==> src/rtl/tmds_encoder_if.sv <==
// rtl/tmds_encoder_if.sv - pixel-side video bus and TMDS symbol outputs
//
// Groups the per-pixel video inputs and the three encoded symbol outputs.
//   de, hsync, vsync : data enable and syncs (lead r/g/b by SYNC_DELAY cycles)
//   r, g, b          : 8-bit colour components
//   tmds_b/g/r       : 10-bit TMDS symbols, channel 0/1/2, bit 0 sent first
// master: pixel source side (drives video, observes symbols)
// slave : encoder side (consumes video, drives symbols)

interface tmds_encoder_if;
    logic       de;
    logic       hsync;
    logic       vsync;
    logic [7:0] r;
    logic [7:0] g;
    logic [7:0] b;
    logic [9:0] tmds_b;
    logic [9:0] tmds_g;
    logic [9:0] tmds_r;

    modport master (
        output de, hsync, vsync, r, g, b,
        input  tmds_b, tmds_g, tmds_r
    );

    modport slave (
        input  de, hsync, vsync, r, g, b,
        output tmds_b, tmds_g, tmds_r
    );
endinterface

==> src/rtl/tmds_encoder.sv <==
// rtl/tmds_encoder.sv - DVI/TMDS 8b/10b encoder, three channels, two-stage pipeline
//
// Ports:
//   clk_pix : pixel clock, all state on its rising edge
//   rst_pix : asynchronous active-high reset
//   vid     : tmds_encoder_if.slave (de/hsync/vsync/r/g/b in, tmds_b/g/r out)
// Parameter:
//   SYNC_DELAY : cycles by which de/hsync/vsync are delayed to line up with
//                r/g/b (0..4, 0 = direct wire)
//
// Pipeline: align delay line -> stage A (transition minimisation, aligned
// de and control bits) -> stage B (DC balance or control token, disparity).

module tmds_encoder #(
    parameter int SYNC_DELAY = 1
) (
    input  logic           clk_pix,
    input  logic           rst_pix,
    tmds_encoder_if.slave  vid
);

    localparam logic [9:0] TOKEN_00 = 10'b1101010100;
    localparam logic [9:0] TOKEN_01 = 10'b0010101011;
    localparam logic [9:0] TOKEN_10 = 10'b0101010100;
    localparam logic [9:0] TOKEN_11 = 10'b1010101011;

    // ------------------------------------------------------------------
    // Helpers
    // ------------------------------------------------------------------
    function automatic logic [3:0] ones8(input logic [7:0] x);
        logic [3:0] n;
        n = 4'd0;
        for (int i = 0; i < 8; i++) begin
            n = n + 4'(x[i]);
        end
        return n;
    endfunction

    // Transition minimisation: XNOR chain when the byte is ones-heavy (ties
    // broken on d[0]), XOR chain otherwise. Bit 8 records which chain was used.
    function automatic logic [8:0] min_transitions(input logic [7:0] d);
        logic [3:0] n1;
        logic       use_xnor;
        logic [8:0] q;
        n1       = ones8(d);
        use_xnor = (n1 > 4'd4) || ((n1 == 4'd4) && !d[0]);
        q        = 9'd0;
        q[0]     = d[0];
        for (int i = 1; i < 8; i++) begin
            q[i] = use_xnor ? ~(q[i-1] ^ d[i]) : (q[i-1] ^ d[i]);
        end
        q[8] = ~use_xnor;
        return q;
    endfunction

    function automatic logic [9:0] control_token(input logic [1:0] c);
        logic [9:0] t;
        case (c)
            2'b00:   t = TOKEN_00;
            2'b01:   t = TOKEN_01;
            2'b10:   t = TOKEN_10;
            default: t = TOKEN_11;
        endcase
        return t;
    endfunction

    // DC balancing. Returns {symbol[9:0], next_cnt[4:0]}. The disparity
    // arithmetic is carried at 6 bits signed so intermediate values such as
    // cnt + 2 + 8 cannot wrap; the result always fits back into 5 bits.
    function automatic logic [14:0] balance(
        input logic [8:0]        q_m,
        input logic signed [4:0] cnt,
        input logic              de,
        input logic [1:0]        c
    );
        logic [3:0]        n1;
        logic signed [5:0] n1s;
        logic signed [5:0] n0s;
        logic signed [5:0] cnt6;
        logic signed [5:0] delta;
        logic signed [5:0] sum6;
        logic [9:0]        sym;
        logic [4:0]        cnt_n;

        n1    = ones8(q_m[7:0]);
        n1s   = {2'b00, n1};
        n0s   = 6'sd8 - n1s;
        cnt6  = {cnt[4], cnt};
        delta = 6'sd0;
        sym   = TOKEN_00;

        if (!de) begin
            sym   = control_token(c);
            cnt_n = 5'd0;
        end else begin
            if ((cnt == 5'sd0) || (n1s == n0s)) begin
                if (q_m[8]) begin
                    sym   = {2'b01, q_m[7:0]};
                    delta = n1s - n0s;
                end else begin
                    sym   = {2'b10, ~q_m[7:0]};
                    delta = n0s - n1s;
                end
            end else if (((cnt6 > 6'sd0) && (n1s > n0s)) ||
                         ((cnt6 < 6'sd0) && (n0s > n1s))) begin
                // Running disparity and this word lean the same way: invert.
                sym   = {1'b1, q_m[8], ~q_m[7:0]};
                delta = (q_m[8] ? 6'sd2 : 6'sd0) + n0s - n1s;
            end else begin
                sym   = {1'b0, q_m[8], q_m[7:0]};
                delta = (q_m[8] ? 6'sd0 : -6'sd2) + n1s - n0s;
            end
            sum6  = cnt6 + delta;
            cnt_n = sum6[4:0];
        end
        return {sym, cnt_n};
    endfunction

    // ------------------------------------------------------------------
    // Align stage: de/syncs delayed to meet the colour data
    // ------------------------------------------------------------------
    logic de_al;
    logic hsync_al;
    logic vsync_al;

    generate
        if ((SYNC_DELAY < 0) || (SYNC_DELAY > 4)) begin : g_bad_delay
            $error("tmds_encoder: SYNC_DELAY must be in 0..4");
        end

        if (SYNC_DELAY == 0) begin : g_no_delay
            assign de_al    = vid.de;
            assign hsync_al = vid.hsync;
            assign vsync_al = vid.vsync;
        end else begin : g_delay
            // Each entry holds {de, vsync, hsync}.
            logic [2:0] dly [SYNC_DELAY];

            always_ff @(posedge clk_pix or posedge rst_pix) begin
                if (rst_pix) begin
                    for (int i = 0; i < SYNC_DELAY; i++) begin
                        dly[i] <= 3'b000;
                    end
                end else begin
                    dly[0] <= {vid.de, vid.vsync, vid.hsync};
                    for (int i = 1; i < SYNC_DELAY; i++) begin
                        dly[i] <= dly[i-1];
                    end
                end
            end

            assign {de_al, vsync_al, hsync_al} = dly[SYNC_DELAY-1];
        end
    endgenerate

    // ------------------------------------------------------------------
    // Stage A: transition minimisation, aligned de and blue control bits
    // ------------------------------------------------------------------
    logic [8:0] qm_b_a;
    logic [8:0] qm_g_a;
    logic [8:0] qm_r_a;
    logic       de_a;
    logic [1:0] ctl_a;      // {c1, c0} = {vsync, hsync}, blue channel only

    always_ff @(posedge clk_pix or posedge rst_pix) begin
        if (rst_pix) begin
            qm_b_a <= 9'd0;
            qm_g_a <= 9'd0;
            qm_r_a <= 9'd0;
            de_a   <= 1'b0;
            ctl_a  <= 2'b00;
        end else begin
            qm_b_a <= min_transitions(vid.b);
            qm_g_a <= min_transitions(vid.g);
            qm_r_a <= min_transitions(vid.r);
            de_a   <= de_al;
            ctl_a  <= {vsync_al, hsync_al};
        end
    end

    // ------------------------------------------------------------------
    // Stage B: DC balancing / control tokens, independent disparity per lane
    // ------------------------------------------------------------------
    logic [9:0]        sym_b;
    logic [9:0]        sym_g;
    logic [9:0]        sym_r;
    logic signed [4:0] cnt_b;
    logic signed [4:0] cnt_g;
    logic signed [4:0] cnt_r;

    logic [9:0]        sym_b_n;
    logic [9:0]        sym_g_n;
    logic [9:0]        sym_r_n;
    logic signed [4:0] cnt_b_n;
    logic signed [4:0] cnt_g_n;
    logic signed [4:0] cnt_r_n;

    always_comb begin
        {sym_b_n, cnt_b_n} = balance(qm_b_a, cnt_b, de_a, ctl_a);
        {sym_g_n, cnt_g_n} = balance(qm_g_a, cnt_g, de_a, 2'b00);
        {sym_r_n, cnt_r_n} = balance(qm_r_a, cnt_r, de_a, 2'b00);
    end

    always_ff @(posedge clk_pix or posedge rst_pix) begin
        if (rst_pix) begin
            sym_b <= TOKEN_00;
            sym_g <= TOKEN_00;
            sym_r <= TOKEN_00;
            cnt_b <= 5'sd0;
            cnt_g <= 5'sd0;
            cnt_r <= 5'sd0;
        end else begin
            sym_b <= sym_b_n;
            sym_g <= sym_g_n;
            sym_r <= sym_r_n;
            cnt_b <= cnt_b_n;
            cnt_g <= cnt_g_n;
            cnt_r <= cnt_r_n;
        end
    end

    assign vid.tmds_b = sym_b;
    assign vid.tmds_g = sym_g;
    assign vid.tmds_r = sym_r;

endmodule

==> src/flat_wrapper.sv <==
// flat-port wrapper written by rule: the top's interface ports become plain ports
module tmds_encoder_flat 
#(
    parameter int SYNC_DELAY = 1
)
  (clk_pix, rst_pix, vid_de, vid_hsync, vid_vsync, vid_r, vid_g, vid_b, vid_tmds_b, vid_tmds_g, vid_tmds_r);
  tmds_encoder_if vid_i ();
  input  logic clk_pix;
  input  logic rst_pix;
  input wire logic [$bits(vid_i.de)-1:0] vid_de;
  input wire logic [$bits(vid_i.hsync)-1:0] vid_hsync;
  input wire logic [$bits(vid_i.vsync)-1:0] vid_vsync;
  input wire logic [$bits(vid_i.r)-1:0] vid_r;
  input wire logic [$bits(vid_i.g)-1:0] vid_g;
  input wire logic [$bits(vid_i.b)-1:0] vid_b;
  output wire logic [$bits(vid_i.tmds_b)-1:0] vid_tmds_b;
  output wire logic [$bits(vid_i.tmds_g)-1:0] vid_tmds_g;
  output wire logic [$bits(vid_i.tmds_r)-1:0] vid_tmds_r;
  assign vid_i.de = vid_de;
  assign vid_i.hsync = vid_hsync;
  assign vid_i.vsync = vid_vsync;
  assign vid_i.r = vid_r;
  assign vid_i.g = vid_g;
  assign vid_i.b = vid_b;
  assign vid_tmds_b = vid_i.tmds_b;
  assign vid_tmds_g = vid_i.tmds_g;
  assign vid_tmds_r = vid_i.tmds_r;
  tmds_encoder #(.SYNC_DELAY(SYNC_DELAY)) u_core (.clk_pix(clk_pix), .rst_pix(rst_pix), .vid(vid_i));
endmodule
==> config.mk <==
export PLATFORM = sky130hd
export DESIGN_NAME = tmds_encoder_flat
export DESIGN_NICKNAME = d
export VERILOG_FILES = /design/src/rtl/tmds_encoder_if.sv /design/src/rtl/tmds_encoder.sv /design/src/flat_wrapper.sv
export SDC_FILE = /design/constraint.sdc
export NUM_CORES = 1
export LEC_CHECK = 0
export BUFFER_PORTS_ARGS = -buffer_cell sky130_fd_sc_hd__buf_2
export CAP_MARGIN = 25
export CORE_UTILIZATION = 38
export CTS_BUF_LIST = sky130_fd_sc_hd__clkbuf_8
export CTS_CLUSTER_DIAMETER = 40
export DETAILED_ROUTE_END_ITERATION = 6
export GPL_ROUTABILITY_DRIVEN = 0
export GPL_TIMING_DRIVEN = 0
export PLACE_DENSITY_LB_ADDON = 0.25
export SYNTH_ARGS = -nofsm -noshare
export SYNTH_HDL_FRONTEND = slang
export SYNTH_SLANG_ARGS = --single-unit
export TNS_END_PERCENT = 5
==> constraint.sdc <==
create_clock -name clk_pix -period 6.6 [get_ports clk_pix]
set_input_delay 1.32 -clock clk_pix [delete_from_list [all_inputs] [get_ports clk_pix]]
set_output_delay 1.32 -clock clk_pix [all_outputs]
set_load 0.02 [all_outputs]
* Yosys cells after proc, flatten, opt, wreduce, memory -nomap -nowiden
Cells that the tools add are included.
Word-level totals: flip-flop bits (word level) 78, input bits 29, output and inout bits 30, word-level logic and storage cells 229
Operators by class: $add $sub $neg 66, order comparisons 15, eq/ne operators 8, muxes and demuxes 55, bitwise gates (word level) 48, reductions and logical operators 25
Operators with widths (number):
- 4-bit by 1-bit adder with 4-bit output | 36
- 10-bit two-way mux | 12
- 5-bit two-way mux | 18
- 5-bit subtractor | 12
- 5-bit adder | 6
- 5-bit > comparator | 6
- 10-bit one-hot mux with 3 select lines | 1
- 1-bit NOT | 24
- 8-bit NOT | 3
- 1-bit two-way mux | 21
- 1-bit bitwise XOR | 21
- 3-bit by 5-bit adder with 5-bit output | 3
- 5-bit equality test | 3
- 5-bit by 1-bit > comparator with 1-bit output (second input constant) | 3
- 5-bit logical NOT | 3
- 5-bit by 1-bit < comparator with 1-bit output (second input constant) | 3
- 4-bit by 4-bit subtractor with 5-bit output (first input constant) | 3
- 1-bit by 1-bit adder with 2-bit output | 6
- 4-bit by 3-bit equality test with 1-bit output (second input constant) | 3
- 4-bit by 3-bit > comparator with 1-bit output (second input constant) | 3
- 1-bit logical AND | 9
- 1-bit logical OR | 9
- 2-bit two-way mux | 3
- 1-bit logical NOT | 3
- other kinds (3) | 3

* Longest topological paths before layout
Gate-level depths: netlist of run 1.
word-level depth 29, mapped depth 24, depth with buffers taken out 24

* Worst setup path after synthesis of run 1
Ideal clock, no wire load.
path kind reg2reg, start reg u_core.qm_g_a[0], end reg u_core.cnt_g[4], setup time 0.133 ns, arrival 6.106 ns, required time 6.467 ns, setup slack 0.361 ns, stages on the path, launching flop included 23, path buffers 0, period minus slack after synthesis 6.239 ns, cells stage by stage dfrtp_1 > ha_1 > inv_1 > fa_1 > fa_1 > fa_1 > fa_1 > ha_1 > inv_1 > ha_1 > xnor3_2 > xnor2_1 > inv_1 > fa_1 > mux2i_1 > mux2_2 > ha_1 > a21o_1 > a21oi_1 > xor2_1 > and3_1 > nor3b_1 > nand4b_1
On the way: cells in the longest elaborated chain, start to end 16, elaborated cells between the ends (all ways) 27, those cells by class 15 x add/sub; 2 x order compare; 1 x eq/ne; 5 x mux; 4 x reduce/logical
Ends and longest elaborated chain:
- start, declared | line tmds_encoder.sv:160 | logic [8:0] qm_g_a;
- start signal, assigned | line tmds_encoder.sv:174 | qm_g_a <= min_transitions(vid.g);
- 1-bit by 1-bit adder with 2-bit output * | line tmds_encoder.sv:34 | n = n + 4'(x[i]);
- 4-bit by 1-bit adder with 4-bit output * (6 in series) | line tmds_encoder.sv:34
- parallel branches: the longest is 5 deep, another holds 4-bit by 4-bit subtractor with 5-bit output
- 5-bit two-way mux * | line tmds_encoder.sv:96 | if ((cnt == 5'sd0) || (n1s == n0s)) begin
- 5-bit two-way mux * | line tmds_encoder.sv:92 | if (!de) begin
- 5-bit adder * | line tmds_encoder.sv:113 | sum6 = cnt6 + delta;
- 5-bit two-way mux * | line tmds_encoder.sv:92
- named net u_core.cnt_g_n[4] | line tmds_encoder.sv:195 | logic signed [4:0] cnt_g_n;
- end signal, assigned | line tmds_encoder.sv:217 | cnt_g <= cnt_g_n;
- end, declared | line tmds_encoder.sv:188 | logic signed [4:0] cnt_g;
Mark *: on every way through the listed nets, which the timed path passes. The select of a mux whose other input is x is not followed.

* Final worst setup path of run 1
Same ends and word-level chain as after synthesis.

==> impl_metrics.tcl, run 1 <==
set metrics [dict create \
    outcome "complete, no violations" \
    drt-wirelength-per-cell_um 13.9 \
    worstMarginPinSlew_ps 669 \
    vias 4758 \
    ctsHoldBuffers 0 \
    grtUsageTotal_pct 16.4 \
    fmax_mhz 158 \
    coreArea_um2 16600 \
    overflow 0 \
    yosysWarnings 0 \
    portBuffers 58 \
    slew_violations 0 \
    design_area_um2 7570 \
    cp-startpoint "u_core.qm_g_a[0]" \
    crit_type "flop to flop" \
    cts_buffers 9 \
    hold_violations 0 \
    ys_seq_elements 78 \
    synth_area_um2 6510 \
    r2r-end "u_core.cnt_g[4]" \
    reg2regPathDepth 22 \
    cp_max_fo 6 \
    synth_edf_count 0 \
    root_buffer "clkbuf_8" \
    finClkSkew_ps 16.5 \
    rsz0062_at_grt "true" \
    htree_levels 3 \
    cp.arrival_ps 6580 \
    critPathRequiredTime_ps 6850 \
    setup_viol 0 \
    drv_cap 0 \
    path_cells "ha_1 > inv_1 > fa_1 > fa_1 > fa_2 > fa_2 > ha_4 > inv_1 > ha_1 > xnor3_2 > xnor2_2 > inv_1 > fa_1 > mux2i_1 > mux2_2 > ha_1 > a21o_1 > a21oi_4 > xor2_2 > and3_1 > nor3b_1 > nand4b_1" \
    cts_sinks 78 \
    timing.rr.start "u_core.qm_g_a[0]" \
    crit_buf_inv 3 \
    postPlaceCellArea_um2 7100 \
    cts_tree "built" \
    drc_errors 0 \
    place.detailed.hpwl_mm 10.4 \
    clockBufferDepth 2 \
    die_x_um 133 \
    drive_gt1_share_pct 19.5 \
    fp.dieH_um 133 \
    drt-vias-per-instance 4.89 \
    synth-async-reset-ratio_pct 100 \
    layout_common_cells "104 x inv_1, 73 x ha_1, 69 x xnor2_1" \
    ys_types 44 \
    slowest_stage "fa_2" \
    critPathTopFamily "adder cells" \
    drt.antenna.violating_nets 0 \
    end_kind "flop" \
    avgSynthCellArea_um2 9.78 \
    rrSetupSlack_ps 270 \
    fin_cells 974 \
    nNetsFinal 887 \
    final.setup.tns_ps 0 \
    initial_core_util_pct 39.1 \
    cp-start-kind "flop" \
    seq_area_frac_synth_pct 30.3 \
    final_common_cell "inv_1" \
    fin_crit_sh_pct 96.0 \
    die_area_um2 17600 \
    min_period_ps 6330 \
    synthToLayoutAreaGrowth_pct 16.3 \
    clk_latency_ps 370 \
    finalWirelength_mm 13.6 \
    slew_headroom_pct 55.4 \
    synthesis.nets 803 \
    crit_path_max_incr_delay_ps 620 \
    ys.flop_type "dfrtp_1" \
    clkTransAtPathRegs_ps 80 \
    antenna_found_initial 0 \
    grt_pass1_vias 4865 \
    path_depth 22 \
    io_pins 59 \
    rows 47 \
    grt_pass1_wl_mm 23.3 \
    crit_end "u_core.cnt_g[4]" \
    drtPass1Iterations 4 \
    drt-initial-drc-count 185 \
    grt_max_degree 76 \
    synthCells 665 \
    place_inst 944 \
    n_antenna_cell 0 \
    hold_class "flop to flop" \
]
## metrics by stage
stage                     worst slack [ps]  hold WS, ps  utilization, %
after floorplan                        361          331               -
after global placement                -177          338            42.5
after detailed placement              -257          340            42.7
after CTS                            -47.0          361            44.1
after global routing                 -34.0          369            45.5
final                                  265          356            45.5
## how the worst min path moves through the flow
| stage | endpoint | depth (start not counted) | slack, ps | start |
|---|---|---|---|---|
| floorplan | u_core.ctl_a[0] | 0 | 330 | u_core.g_delay.dly[0] |
| global placement | u_core.ctl_a[1] | 0 | 340 | u_core.g_delay.dly[1] |
| detailed placement | u_core.de_a | 0 | 340 | u_core.g_delay.dly[2] |
| CTS | u_core.ctl_a[1] | 0 | 360 | u_core.g_delay.dly[1] |
| global route | u_core.de_a | 0 | 370 | u_core.g_delay.dly[2] |
| finish | u_core.ctl_a[1] | 0 | 360 | u_core.g_delay.dly[1] |
## worst register-to-register path, delay by kind of cell (launching register included)
kind,cells,cell delay [ps]
fa+ha+maj,9,3680
xor+xnor,3,640
simple gates,3,530
flops,1,400
compound gates,2,400
mux,2,370
buf+inv,3,190
## cell usage after synthesis (10+ instances only)
cell type | n | area (um2)
nand2_1 | 27 | 101
clkbuf_1 | 10 | 37.5
o21ai_0 | 14 | 70.1
nor3_1 | 11 | 55.1
a21oi_1 | 38 | 190
dfstp_2 | 15 | 394
xor2_1 | 18 | 158
dfrtp_1 | 63 | 1580
inv_1 | 105 | 394
a21o_1 | 12 | 90.1
ha_1 | 76 | 951
xnor2_1 | 72 | 631
nor2_1 | 46 | 173
fa_1 | 33 | 661
## per-layer routing
layer | global-route usage, % | part of all wire [%]
met5 | 0 | 0
met4 | 5.24 | 1.9
met3 | 3.52 | 4.4
met2 | 27.2 | 48
met1 | 21.4 | 45
## final cells by class
| cell class | count | area (um2) |
|---|---|---|
| Clock buffer | 10 | 138 |
| Timing Repair Buffer | 73 | 423 |
| Buffer | 20 | 78.8 |
| Multi-Input combinational cell | 462 | 4220 |
| Clock inverter | 6 | 68.8 |
| Tap cell | 220 | 275 |
| Fill cell | 1625 | 9070 |
| Sequential cell | 78 | 1970 |
| Inverter | 105 | 397 |
## what timing repair did
action,CTS,global route
setup endpoints to repair,3,3
buffers inserted,0,14
pin swaps,0,7
resized for setup,6,22
## sequential cells by signal, summed over array words and instances (netlist names)
register / count
u_core.vid.tmds_b: 10
u_core.vid.tmds_g: 10
u_core.vid.tmds_r: 10
u_core.qm_b_a: 9
u_core.qm_g_a: 9
u_core.qm_r_a: 9
u_core.cnt_b: 5
u_core.cnt_g: 5
u_core.cnt_r: 5
u_core.g_delay.dly: 3
u_core.ctl_a: 2
u_core.de_a: 1
## cell families after synthesis
group | Yosys count | share of synthesized area (%)
muxes | 12 | 1.90
AOI/OAI and AO/OA | 105 | 11.4
buffers and inverters | 125 | 7.27
DFF | 78 | 30.3
xor gates and xnor gates | 94 | 13.5
adders and majority gates | 109 | 24.8
and+or+nand+nor | 142 | 10.9
Power of run 1 is left out: the tool's default activity adds up to more than one toggle a clock period on the data nets, which glitch-free logic cannot reach.
==> run 2, diff against run 1 <==
--- a/config.mk
+++ b/config.mk
@@ -5,13 +5,14 @@
 export SDC_FILE = /design/constraint.sdc
 export NUM_CORES = 1
 export LEC_CHECK = 0
+export ABC_AREA = 1
 export BUFFER_PORTS_ARGS = -buffer_cell sky130_fd_sc_hd__buf_2
 export CAP_MARGIN = 25
 export CORE_UTILIZATION = 38
 export CTS_BUF_LIST = sky130_fd_sc_hd__clkbuf_8
 export CTS_CLUSTER_DIAMETER = 40
+export CTS_CLUSTER_SIZE = 24
 export DETAILED_ROUTE_END_ITERATION = 6
-export GPL_ROUTABILITY_DRIVEN = 0
 export GPL_TIMING_DRIVEN = 0
 export PLACE_DENSITY_LB_ADDON = 0.25
 export SYNTH_ARGS = -nofsm -noshare
==> run 2 against run 1 <==
Worst hold slack worse by 2.1 ps. Non-clock buffer count down 24. Setup slack better by 240 ps. Critical path depth up 4. Cell count up 15%. Core utilization down 1.8 points. Die area up 2.9%. Clock skew down 3.7 ps. Via count up 7.8%. Highest routed layer is now met5. Synthesized area up 3.0%. Wire length down 0.68%.
==> impl_metrics.tcl, run 2 <==
set metrics [dict create \
    outcome "complete, no violations" \
    grt_pass1_vias 5309 \
    cts_sinks 78 \
    io_pins 59 \
    timing.rr.start "u_core.qm_g_a[0]" \
    final_core_util_pct 43.7 \
    nNetsFinal 1026 \
    synthCells 819 \
    multiInputGateArea_um2 4060 \
    ys.flop_type "dfrtp_1" \
    rows 48 \
    final.setup.tns_ps 0 \
    synth-async-reset-ratio_pct 100 \
    synthTopCellsByCount "189 x nand2_1, 152 x inv_1, 76 x ha_1" \
    n_antenna_cell 0 \
    worstMarginPinSlew_ps 715 \
    synth_top_cell_area_share_pct 23.5 \
    portBuffers 58 \
    ctsHoldBuffers 0 \
    root_buffer "clkbuf_8" \
    drt-vias-per-instance 4.59 \
    die_x_um 135 \
    crit_type "flop to flop" \
    grtUsageTotal_pct 16.8 \
    final_common_cell "nand2_1" \
    cp_max_fo 8 \
    hold_violations 0 \
    hold_class "flop to flop" \
    hold_slack_ps 354 \
    cp.arrival_ps 6380 \
    fillers 1750 \
    ys_types 44 \
    fin_crit_sh_pct 92.4 \
    cts_resized 0 \
    drive_gt1_share_pct 16.5 \
    vias 5129 \
    drv_cap 0 \
    seq_area_frac_synth_pct 29.4 \
    postPlaceCellArea_um2 7300 \
    cp-startpoint "u_core.qm_g_a[0]" \
    finClkSkew_ps 12.8 \
    min_from "u_core.g_delay.dly[2]" \
    yosysWarnings 0 \
    cts_buffers 9 \
    place.detailed.hpwl_mm 10.7 \
    overflow 0 \
    critPathRequiredTime_ps 6880 \
    fp.dieH_um 135 \
    min_period_ps 6100 \
    clockBufferDepth 2 \
    drc_errors 0 \
    yosys.cell_count.top_type "nand2_1" \
    clk_latency_ps 370 \
    yosysTopAreaCell "dfrtp_1" \
    synthesis.nets 957 \
    grt_max_degree 50 \
    setup_viol 0 \
    drt.antenna.violating_nets 0 \
    drt-initial-drc-count 248 \
    die_area_um2 18200 \
    cts_tree "built" \
    ys_seq_elements 78 \
    design_area_um2 7530 \
    slowest_stage "fa_2" \
    fmax_mhz 164 \
    cts_setup_buffers 0 \
    drtPass1Iterations 4 \
    coreArea_um2 17200 \
    crit_buf_inv 4 \
    synthToLayoutAreaGrowth_pct 12.4 \
    antenna_found_initial 1 \
    drt-wirelength-per-cell_um 12.1 \
    htree_levels 3 \
    rsz0062_at_grt "true" \
    synth_area_um2 6700 \
    slew_headroom_pct 51.9 \
    cp-start-kind "flop" \
    end_kind "flop" \
    clkTransAtPathRegs_ps 80 \
    avgSynthCellArea_um2 8.18 \
    finalWirelength_mm 13.5 \
    place.gp.congestion 0.812 \
    critPathTopFamily "adder cells" \
    crit_path_max_incr_delay_ps 670 \
    synth_edf_count 0 \
    grt_pass1_wl_mm 24.2 \
    layout_common_cells "189 x nand2_1, 153 x inv_1, 75 x ha_1" \
    initial_core_util_pct 38.9 \
    synth_area_leaders "dfrtp_1 24%, ha_1 14%, nand2_1 11%, fa_1 9.9%, inv_1 8.5%" \
    regArea_um2 1970 \
    slew_violations 0 \
]
run 2: per-stage QoR:
stage                     cells  worst slack [ps]
after floorplan             819               833
after CTS                  1119               202
after global placement     1102               326
after detailed placement   1103               242
final                      1118               502
after global routing       1118             -4.65
run 2: worst paths after layout:
path                                         to  slack (ps)  cells after the start
max reg2reg                     u_core.cnt_g[4]         500                     26
min                                 u_core.de_a         350                      0
min reg2reg                         u_core.de_a         350                      0
min in group asynchronous  u_core.vid.tmds_b[7]         950                      2
max                             u_core.cnt_g[4]         500                     26
max in group asynchronous  u_core.vid.tmds_r[2]        5010                      3
run 2: area by class of cell:
class,count,area share [%]
flip-flops and latches,78,26.2
multi-input cells,569,53.9
plain buffers,10,0.831
well taps,225,3.74
inverters,161,8.09
clock buffers,11,2.01
clock inverters,5,0.997
repair buffers,59,4.22
run 2: kinds of logic (layout without fill, tap and decap cells):
group | after synthesis | in the layout | synth area share [%]
fa+ha+maj | 109 | 109 | 24.1
simple gates | 314 | 314 | 21.0
compound gates | 94 | 94 | 8.52
buf+inv | 172 | 246 | 10.0
xor+xnor | 52 | 52 | 6.91
flops | 78 | 78 | 29.4
run 2: layer usage:
metal / vias to the layer above / wire, um / track usage (%)
li1: 2669 / - / -
met1: 2388 / 6420 / 20.9
met2: 53 / 6520 / 29.7
met3: 17 / 373 / 3.15
met4: 2 / 143 / 4.18
met5: - / 18 / 0
Power of run 2 is left out for the same reason.
